===== config.mk =====
export PLATFORM = sky130hd
export DESIGN_NAME = seg7_byte_scroller_flat
export DESIGN_NICKNAME = d
export VERILOG_FILES = /design/src/rtl/seg7_byte_scroller_pkg.sv /design/src/rtl/seg7_byte_scroller_if.sv /design/src/rtl/seg7_byte_scroller_hex_to_seg7.sv /design/src/rtl/seg7_byte_scroller.sv /design/src/flat_wrapper.sv
export SDC_FILE = /design/constraint.sdc
export NUM_CORES = 1
export LEC_CHECK = 0
export BUFFER_PORTS_ARGS = -buffer_cell sky130_fd_sc_hd__buf_2
export CORE_MARGIN = 4
export CORE_UTILIZATION = 50
export CTS_CLUSTER_DIAMETER = 100
export DETAILED_ROUTE_END_ITERATION = 8
export GPL_ROUTABILITY_DRIVEN = 0
export PLACE_DENSITY = 0.75
export SETUP_SLACK_MARGIN = 0.15
export SYNTH_ARGS = -nofsm -noshare
export SYNTH_HDL_FRONTEND = slang
export SYNTH_SLANG_ARGS = --single-unit

===== constraint.sdc =====
create_clock -name clk -period 3.7 [get_ports clk]
set_input_delay 0.185 -clock clk [delete_from_list [all_inputs] [get_ports clk]]
set_output_delay 0.185 -clock clk [all_outputs]
set_load 0.01 [all_outputs]

===== src/rtl/seg7_byte_scroller_pkg.sv =====
// Shared definitions for the byte scroller display stage: FSM encoding,
// blank pattern and the active-high hex font (bit0=a .. bit6=g).
package seg7_byte_scroller_pkg;

  typedef enum logic [1:0] {
    ST_IDLE    = 2'd0,
    ST_SHOW_HI = 2'd1,
    ST_SHOW_LO = 2'd2,
    ST_GAP     = 2'd3
  } scroll_state_e;

  localparam logic [6:0] SEG_BLANK = 7'h00;

  // Index 15 first: entry [n] is the glyph for nibble n.
  localparam logic [15:0][6:0] HEX_FONT = {
    7'h71, 7'h79, 7'h5E, 7'h39,   // F E d C
    7'h7C, 7'h77, 7'h6F, 7'h7F,   // b A 9 8
    7'h07, 7'h7D, 7'h6D, 7'h66,   // 7 6 5 4
    7'h4F, 7'h5B, 7'h06, 7'h3F    // 3 2 1 0
  };

endpackage


===== src/rtl/seg7_byte_scroller_if.sv =====
// Byte handshake into the display stage: producer holds data_in/data_valid
// until data_ready is seen high at a clock edge.
interface seg7_byte_scroller_if;
  logic [7:0] data_in;
  logic       data_valid;
  logic       data_ready;

  modport master (output data_in, output data_valid, input  data_ready);
  modport slave  (input  data_in, input  data_valid, output data_ready);
endinterface


===== src/rtl/seg7_byte_scroller_hex_to_seg7.sv =====
// Nibble to 7-segment glyph, purely combinational; reused by other display blocks.
module hex_to_seg7
  import seg7_byte_scroller_pkg::*;
(
  input  logic [3:0] nibble,
  output logic [6:0] seg
);
  assign seg = HEX_FONT[nibble];
endmodule


===== src/rtl/seg7_byte_scroller.sv =====
// Shows one accepted byte on a single digit: high nibble, low nibble (with DP),
// then a blank gap, each for MAX_COUNT enabled clocks, then pulses done.
module seg7_byte_scroller
  import seg7_byte_scroller_pkg::*;
#(
  parameter logic [23:0] MAX_COUNT = 24'd10_000_000
) (
  input  logic                  clk,
  input  logic                  rst_n,
  input  logic                  ena,
  seg7_byte_scroller_if.slave   bus,
  output logic [6:0]            seg_out,
  output logic                  dp_out,
  output logic                  busy,
  output logic                  done
);

  localparam logic [23:0] CNT_LAST = MAX_COUNT - 24'd1;

  scroll_state_e state_q, state_d;
  logic [23:0]   cnt_q;
  logic [7:0]    byte_q;
  logic          done_q;
  logic          accept;
  logic          phase_end;
  logic [3:0]    nibble;
  logic [6:0]    glyph;

  // Accept only in IDLE; ena gates everything so a frozen block ignores valid.
  assign accept    = (state_q == ST_IDLE) && bus.data_valid && ena;
  assign phase_end = (state_q != ST_IDLE) && (cnt_q == CNT_LAST) && ena;

  // State register.
  always_ff @(posedge clk or negedge rst_n) begin
    if (!rst_n) state_q <= ST_IDLE;
    else        state_q <= state_d;
  end

  // Next-state: each display phase advances only when its counter expires.
  always_comb begin
    state_d = state_q;
    unique case (state_q)
      ST_IDLE:    if (accept)    state_d = ST_SHOW_HI;
      ST_SHOW_HI: if (phase_end) state_d = ST_SHOW_LO;
      ST_SHOW_LO: if (phase_end) state_d = ST_GAP;
      ST_GAP:     if (phase_end) state_d = ST_IDLE;
      default:                   state_d = ST_IDLE;
    endcase
  end

  // Phase counter: restarts at accept and at each phase boundary, frozen by ena.
  always_ff @(posedge clk or negedge rst_n) begin
    if (!rst_n)                          cnt_q <= '0;
    else if (ena) begin
      if (state_q == ST_IDLE || phase_end) cnt_q <= '0;
      else                                 cnt_q <= cnt_q + 24'd1;
    end
  end

  // Byte capture on accept; held for the whole sequence.
  always_ff @(posedge clk or negedge rst_n) begin
    if (!rst_n)      byte_q <= 8'h00;
    else if (accept) byte_q <= bus.data_in;
  end

  // done is high for exactly the cycle after GAP exits; ena low forces it low.
  always_ff @(posedge clk or negedge rst_n) begin
    if (!rst_n) done_q <= 1'b0;
    else        done_q <= (state_q == ST_GAP) && phase_end;
  end

  assign nibble = (state_q == ST_SHOW_HI) ? byte_q[7:4] : byte_q[3:0];

  hex_to_seg7 u_font (
    .nibble (nibble),
    .seg    (glyph)
  );

  // Display decode from registered state/byte only, so inputs cannot glitch it.
  always_comb begin
    seg_out = SEG_BLANK;
    dp_out  = 1'b0;
    unique case (state_q)
      ST_SHOW_HI: seg_out = glyph;
      ST_SHOW_LO: begin
        seg_out = glyph;
        dp_out  = 1'b1;
      end
      default: ;
    endcase
  end

  assign busy           = (state_q != ST_IDLE);
  assign bus.data_ready = (state_q == ST_IDLE);
  assign done           = done_q;

endmodule


===== src/flat_wrapper.sv =====
// flat-port wrapper written by rule: the top's interface ports become plain ports
module seg7_byte_scroller_flat import seg7_byte_scroller_pkg::*;
#(
  parameter logic [23:0] MAX_COUNT = 24'd10_000_000
)
  (clk, rst_n, ena, seg_out, dp_out, busy, done, bus_data_in, bus_data_valid, bus_data_ready);
  seg7_byte_scroller_if bus_i ();
  input  logic clk;
  input  logic rst_n;
  input  logic ena;
  output logic [6:0] seg_out;
  output logic dp_out;
  output logic busy;
  output logic done;
  input wire logic [$bits(bus_i.data_in)-1:0] bus_data_in;
  input wire logic [$bits(bus_i.data_valid)-1:0] bus_data_valid;
  output wire logic [$bits(bus_i.data_ready)-1:0] bus_data_ready;
  assign bus_i.data_in = bus_data_in;
  assign bus_i.data_valid = bus_data_valid;
  assign bus_data_ready = bus_i.data_ready;
  seg7_byte_scroller #(.MAX_COUNT(MAX_COUNT)) u_core (.clk(clk), .rst_n(rst_n), .ena(ena), .bus(bus_i), .seg_out(seg_out), .dp_out(dp_out), .busy(busy), .done(done));
endmodule

# After elaboration in Yosys (flattened, before gate mapping)
# Memories as Yosys holds them, arrays and structs flattened.
# Cells that the tools add are included.
[word_totals] ff_bits=35 latchBits=0 ram_bits=0 mem_bits_ro=112 output_inout_bits=11 elab_cells=35 mem_count=1
[op_classes] add_sub_neg=1 multipliers=0 n_div=0 magnitude_cmp=1 n_eq_ne=8 n_shift=0 mux=10 n_bitwise=0 reduce_logical=10
[mem_list] name="(no name shown)" depth=16 width=7 read_ports=1 rd_clocked_by_memory_dff=0 write_ports=0 line="seg7_byte_scroller_hex_to_seg7.sv:8" text="assign seg = HEX_FONT[nibble];"
[op_table] op="$add 24x1->24 const B" n=1
[op_table] op="$eq 24x24->1 const B" n=1
[op_table] op="$mux 24" n=1
[op_table] op="$mux 7" n=2
[op_table] op="$mux 2" n=4
[op_table] op="$ne 2x1->1 const B" n=4
[op_table] op="$pmux 2 s4" n=1
[op_table] op="$logic_and 1x1->1" n=5
[op_table] op="$lt 4x5->1 const B" n=1
[op_table] op="$eq 2x2->1 const B" n=2
[op_table] op="$mux 4" n=1
[op_table] op="$reduce_and 4->1" n=1
[op_table] op="$eq 2x1->1 const B" n=1
[op_table] op="$logic_not 2->1" n=1
[op_table] op="$reduce_bool 2->1" n=1
[op_table] op="$reduce_or 2->1" n=1
[op_table] op="$logic_or 1x1->1" n=1
[op_table] op="$mux 1" n=1

# Depth between registers and ports, before layout
# Gate-level depths: netlist of the first run.
[depth] ltp_word=5 mapped_depth=9

# Cells and area by module
# From an unflattened synthesis of the first run, not the netlist that was laid out.
[unflattened] cells_unflattened=226 area_unflattened_um2=2222.1
[by_module_without_submodules] mod="seg7_byte_scroller" instances=1 cells_each=193 area_each_um2=1934.4 seq_area_each_um2=875.8
[by_module_without_submodules] mod="hex_to_seg7" instances=1 cells_each=33 area_each_um2=287.8 seq_area_each_um2=0.0

# Worst setup path after synthesis of the first run
# Ideal clock, no wire load.
[synth_path] path_kind="reg-to-output" from="reg u_core.state_q[1]" to="out seg_out[3]" arrival_time_ns=2.202 required_ns=3.515 slack_ns=1.313 path_stages_with_launch=9 path_cell_list="dfrtp_1 inv_1 ha_1 buf_2 mux2i_1 inv_1 ha_1 mux4_2 nor2b_1"
[synth_via] elab_chain_len=5
[synth_lines] element="start: declaration" line="seg7_byte_scroller.sv:20" text="scroll_state_e state_q, state_d;"
[synth_lines] element="start signal: assignment" line="seg7_byte_scroller.sv:36" text="else state_q <= state_d;"
[synth_lines] element="$eq 2x1->1" line="seg7_byte_scroller.sv:72, seg7_byte_scroller.sv:83"
[synth_lines] element="$mux 4" line="seg7_byte_scroller.sv:72" text="assign nibble = (state_q == ST_SHOW_HI) ? byte_q[7:4] : byte_q[3:0];"
[synth_lines] element="$mem_v2 16x7"
[synth_lines] element="$mux 7 (not written as such)" line="seg7_byte_scroller_hex_to_seg7.sv:8"
[synth_lines] element="$mux 7 (*)" line="seg7_byte_scroller.sv:83" text="unique case (state_q)"
[synth_lines] element="end: declaration" line="flat_wrapper.sv:11" text="output logic [6:0] seg_out;"
# Every way passes the cells marked *; elsewhere a longest branch is shown, timed or not. The select of a mux whose other input is x is not followed.

# Worst setup path in the final report of the first run
# Same ends and word-level chain as after synthesis.

==> results.cfg, run 1 <==
[worst_setup_path]
worstRegToRegCells = 7
cp_max_fo = 7
path_depth = 8
cpPeakStageDelay_ps = 560
critical_path.cell_chain = inv_1 -> ha_1 -> mux2i_1 -> inv_1 -> ha_1 -> mux4_2 -> nor2b_1 -> buf_2
cp_slowest_cell = mux2i_1
endpoint_kind = output pin
rrSetupSlack_ps = 1670
crit_type = reg -> out
critPathTopFamily = multiplexers
worst_setup_path_start_kind = register
critical_path_required_ps = 3510
critPathBufInv = 3
cp.arrival_ps = 2870

[yosys]
synth_fp_nets = 261
synthTopCellsByArea = dfrtp_1 (38%), ha_1 (5.5%), mux2_2 (4.9%)
syn_inst = 239
async_flop_share_pct = 100
seq_area_frac_synth_pct = 38.3
synth-seq-cells = 35
postSynthAreaPerCell_sq_um = 9.58
yosys_warnings = 0
synth_top_area_share_pct = 38.3
ys_types = 57
synth_ff_type = dfrtp_1
synth-edff-count = 0
netlist_area_sq_um = 2290
synth.largest_area_cell = dfrtp_1

[timing]
period_share_pct = 82.5
setup_viol = 0
hold_violations = 0
post-route-min-period_ps = 3050
maxSlewHeadroom_pct = 47.7
worst_pin_slew_ps = 763
setup_tns_ps = 0
rsz0062_at_grt = no
slew_viol_final = 0
fmax_mhz = 327
finClkSkew_ps = 9.46

[grt]
track_usage_pct = 18.7
grt_max_degree = 36
grt.overflow.total = 0
grt_pass1_vias = 1821
antenna_found_initial = 0
grt_pass1_wl_microns = 8160

[finish]
diodes = 0
nets = 279
multi_input_area_sq_um = 1290
fin_util_pct = 58.3
nFillCells = 396
syn_to_final_growth_pct = 11.6
drive_gt1_share_pct = 20.9
regArea_sq_um = 876

[min_path]
hold_path_class = in -> reg
holdPathStages = 2

[power]
p_leak_uw = 0.00115
power.net_switching_uw = 242
ir_drop_uv = 294
total_power_uw = 974
swShare_pct = 24.8
power.internal_uw = 732
p_seq_share_pct = 47.0
p_comb_share_pct = 10.9
pwr-share-clk_pct = 42.2
powerDensity_nw_per_um2 = 381

[drt]
drt_pre_antenna_iters = 4
drc = 0
drt-wirelength-per-cell_microns = 16.1
via_per_inst = 6.34
ant_nets = 0
vias = 1964
wirelength_microns = 5000
dr.first_iter.drc_count = 64

[run_status]
status = completed

[clock_tree]
cts_max_path_buffers = 2
cts_max_level = 2
clock_sinks = 35
path_clk_slew_ps = 70
cts_resized = 0
tritoncts = yes
clockRootBuffer = clkbuf_8
clock_latency_ps = 290
cts_buffers = 5

[floorplanning]
core_area_sq_um = 4380
start_util_pct = 52.2
ios = 23
die_h_microns = 75.7
fp.dieW_microns = 75.7
die-area_sq_um = 5730
row_count = 24

[placed_design]
portBuffers = 22
dp_hpwl_microns = 3440

[flow_run]
max-cap-violations = 0
[power groups by stage]
stage,logic [uW],registers (uW),clock network [uW]
2_1_floorplan,90.2,449,0
3_3_place_gp,103,463,0
3_5_place_dp,107,464,0
4_1_cts,108,457,416
5_1_grt,124,465,438
6_report,106,457,410
[state kept, by name (all words and copies together), names as in the netlist]
name	cells
u_core.byte_q	8
u_core.cnt_q	24
u_core.done	1
u_core.state_q	2
[layer usage]
metal / track usage, % / share of wire [%] / wire, microns / up-vias
met1: 24.2 / 45 / 2260 / 969
met3: 6.60 / 6.8 / 342 / 7
met5: 0 / 0 / 0 / -
met2: 29.7 / 47 / 2330 / 56
li1: - / - / - / 932
met4: 5.44 / 1.2 / 62 / 0
[what timing repair did]
item / 4_1_cts / 5_1_grt
endpoints found under the hold margin: 21 / 0
setup buffers: 0 / 0
setup endpoints to repair: 0 / 0
hold buffers: 1 / 0
[synth_stat cells (all sizes together) (2+ instances only)]
library cell,n
dfrtp,35
o21ai,16
inv,14
nand2,14
a22oi,12
a21oi,11
nand3,11
ha,10
mux2,10
nand4,10
or3,10
clkbuf,8
buf,6
nor2,5
or4,5
and4,4
and2,3
and3,3
mux2i,3
nand2b,3
nor3,3
nor4,3
nor4bb,3
o31ai,3
xnor2,3
xor2,3
a211oi,2
a21boi,2
and3b,2
nor2b,2
nor3b,2
o211ai,2
o22ai,2
[layout by cell type, fill, tap and decap left out, types with 5 or more instances in the layout]
cell type / count
a22oi_1: 9
inv_1: 14
nor2_1: 5
nand2_1: 13
mux2_2: 10
o21ai_0: 15
or3_1: 9
ha_1: 10
nand3_1: 11
buf_2: 22
dfrtp_1: 35
clkbuf_8: 5
a21oi_1: 11
nand4_1: 9
[kinds of logic (layout without fill, tap and decap cells)]
family	count (synthesis)	in the layout	synth area share, %
DFF	35	35	38.3
buffers and inverters	28	47	5.25
xor gates and xnor gates	6	6	2.30
and+or+nand+nor	87	87	24.2
AOI/OAI and AO/OA	59	59	17.4
muxes	14	14	7.21
adders and majority gates	10	10	5.46
[worst paths after layout]
kind / from / endpoint
worst max-delay path: u_core.state_q[1]$_DFFE_PN0P_ / seg_out[3]
worst min-delay path: bus_data_in[5] / u_core.byte_q[5]$_DFFE_PN0P_
worst max register to register: u_core.state_q[1]$_DFFE_PN0P_ / u_core.cnt_q[14]$_DFFE_PN0P_
worst min register to register: u_core.byte_q[2]$_DFFE_PN0P_ / u_core.byte_q[2]$_DFFE_PN0P_
max in group asynchronous: rst_n / u_core.cnt_q[14]$_DFFE_PN0P_
min in group asynchronous: rst_n / u_core.cnt_q[2]$_DFFE_PN0P_
[worst register-to-register path: stages (launching register included)]
cell and delay (ps):
dfrtp_1 410, inv_1 100, ha_1 330, nor3b_1 240, nand4_1 220, o21ai_1 230
buf_4 220, a22oi_1 110
[area by class of cell]
cell class	instances	share of cell area [%]
Clock buffer	6	2.84
Clock inverter	2	2.35
Inverter	14	2.06
Multi-Input combinational cell	176	50.6
Sequential cell	35	34.3
Tap cell	52	2.55
Timing Repair Buffer	25	5.29
[stage by stage]
stage                     instances  area, sq um  hold WS [ps]  setup WS [ps]
final                           310         2550           121            646
after global placement          301         2410           304           1150
after CTS                       310         2550           115            662
after floorplan                 239         2290          -111           1310
after detailed placement        301         2410           312            987
after global routing            310         2550           105            496
Power figures use the tool's default switching activity.
==> run 2: changes to the inputs <==
Settings changed: PLACE_DENSITY 0.75 to 0.78.
Clock period 3.7 ns to 2.7 ns, I/O delays scaled along.
==> results.cfg, run 2 (synthesized netlist as in run 1, its figures left out) <==
[timing]
post-route-min-period_ps = 2450
rsz0062_at_grt = no
slew_viol_final = 0
setup_tns_ps = 0
fmax_mhz = 408
maxSlewHeadroom_pct = 47.5
hold_ws_ps = 80.0
worst_pin_slew_ps = 787
setup_viol = 0
hold_violations = 0
period_share_pct = 90.8
setup_ws_ps = 249
finClkSkew_ps = 7.83

[floorplanning]
die_h_microns = 75.7
ios = 23
row_count = 24
die-area_sq_um = 5730
core_area_sq_um = 4380
start_util_pct = 52.2
fp.dieW_microns = 75.7

[worst_setup_path]
cp_slowest_cell = mux4_2
cpPeakStageDelay_ps = 470
crit_type = reg -> out
cp.arrival_ps = 2320
r2r_end = u_core.cnt_q[22]$_DFFE_PN0P_
cp_max_fo = 4
critPathBufInv = 3
critical_path_required_ps = 2570
rrSetupSlack_ps = 590
critPathTopFamily = multiplexers
critical_path.cell_chain = inv_2 -> ha_4 -> mux2i_4 -> inv_1 -> ha_2 -> mux4_2 -> nor2b_1 -> buf_2
worstRegToRegCells = 7
worst_setup_path_start_kind = register
r2r-start = u_core.state_q[0]$_DFFE_PN0P_
endpoint_kind = output pin

[power]
power.net_switching_uw = 326
power.internal_uw = 906
p_comb_share_pct = 11.9
p_seq_share_pct = 51.1
powerDensity_nw_per_um2 = 466
total_power_uw = 1230
p_leak_uw = 0.00117
pwr-share-clk_pct = 37.0
ir_drop_uv = 233
swShare_pct = 26.5

[drt]
wirelength_microns = 5280
drt-wirelength-per-cell_microns = 16.7
vias = 1940
dr.first_iter.drc_count = 134
drc = 0
via_per_inst = 6.12
ant_nets = 0
drt_pre_antenna_iters = 4

[clock_tree]
path_clk_slew_ps = 70
clock_latency_ps = 280
clock_sinks = 35
cts_max_path_buffers = 2
cts_buffers = 5
cts_max_level = 2
tritoncts = yes
clockRootBuffer = clkbuf_8

[grt]
grt_pass1_vias = 1811
grt_pass1_wl_microns = 8380
track_usage_pct = 19.3
grt.overflow.total = 0
grt_max_degree = 36
antenna_found_initial = 0

[finish]
regArea_sq_um = 876
final_cell_mix = dfrtp_1 (35), buf_2 (22), o21ai_0 (15)
syn_to_final_growth_pct = 15.5
nFillCells = 369
top_register = u_core.cnt_q
largest_reg_flops = 24
diodes = 0
layout.cells.most_common = dfrtp_1
nets = 287
reg_top3 = u_core.cnt_q (24), u_core.byte_q (8), u_core.state_q (2)
multi_input_area_sq_um = 1340
drive_gt1_share_pct = 25.3

[run_status]
status = completed

[placed_design]
portBuffers = 22
dp_hpwl_microns = 3540
dpl_worst_slack_ps = 163

[min_path]
min_to = u_core.byte_q[0]$_DFFE_PN0P_
holdPathStages = 2
min-delay-start = bus_data_in[0]
hold_path_class = in -> reg

[flow_run]
max-cap-violations = 0
[run 2: power by group through the flow]
stage                     Combinational [uW]  Clock (uW)  Sequential [uW]
final                                    147         455              629
after global routing                     170         493              637
after CTS                                148         467              629
after detailed placement                 147           0              637
after global placement                   144           0              635
after floorplan                          124           0              615
[run 2: worst max path at each step]
| stage | to | startpoint | slack (ps) | cells past startpoint |
|---|---|---|---|---|
| after floorplan | seg_out[3] | u_core.state_q[1]$_DFFE_PN0P_ | 360 | 8 |
| after global routing | seg_out[3] | u_core.state_q[1]$_DFFE_PN0P_ | 160 | 8 |
| final | seg_out[3] | u_core.state_q[1]$_DFFE_PN0P_ | 250 | 8 |
| after detailed placement | seg_out[3] | u_core.state_q[1]$_DFFE_PN0P_ | 160 | 8 |
| after global placement | seg_out[3] | u_core.state_q[1]$_DFFE_PN0P_ | 280 | 8 |
| after CTS | seg_out[3] | u_core.state_q[1]$_DFFE_PN0P_ | 170 | 7 |
[run 2: area by class of cell]
cell class | instances | share of cell area, %
Clock inverter | 1 | 1.14
Clock buffer | 6 | 2.74
Tap cell | 52 | 2.46
Multi-Input combinational cell | 176 | 50.7
Sequential cell | 35 | 33.1
Inverter | 14 | 1.99
Timing Repair Buffer | 33 | 7.86
[run 2: timing repair]
item	4_1_cts	5_1_grt
endpoints found under the setup margin	5	2
pin swaps	0	0
buffers inserted	2	3
hold endpoints to repair	35	0
hold buffers	1	0
resized for setup	5	4
[run 2: metrics by stage]
step	utilization (%)	instances	area, sq um
after floorplan	-	239	2290
after global placement	55.5	304	2430
after detailed placement	55.5	304	2430
after CTS	59.1	314	2590
after global routing	60.3	317	2640
final	60.3	317	2640
[run 2: layer usage]
layer | GRT usage [%] | wire (microns) | vias up
li1 | - | - | 945
met1 | 25.1 | 2360 | 929
met2 | 31.3 | 2580 | 61
met3 | 3.43 | 274 | 5
met4 | 8.93 | 65 | 0
met5 | 0 | 0 | -
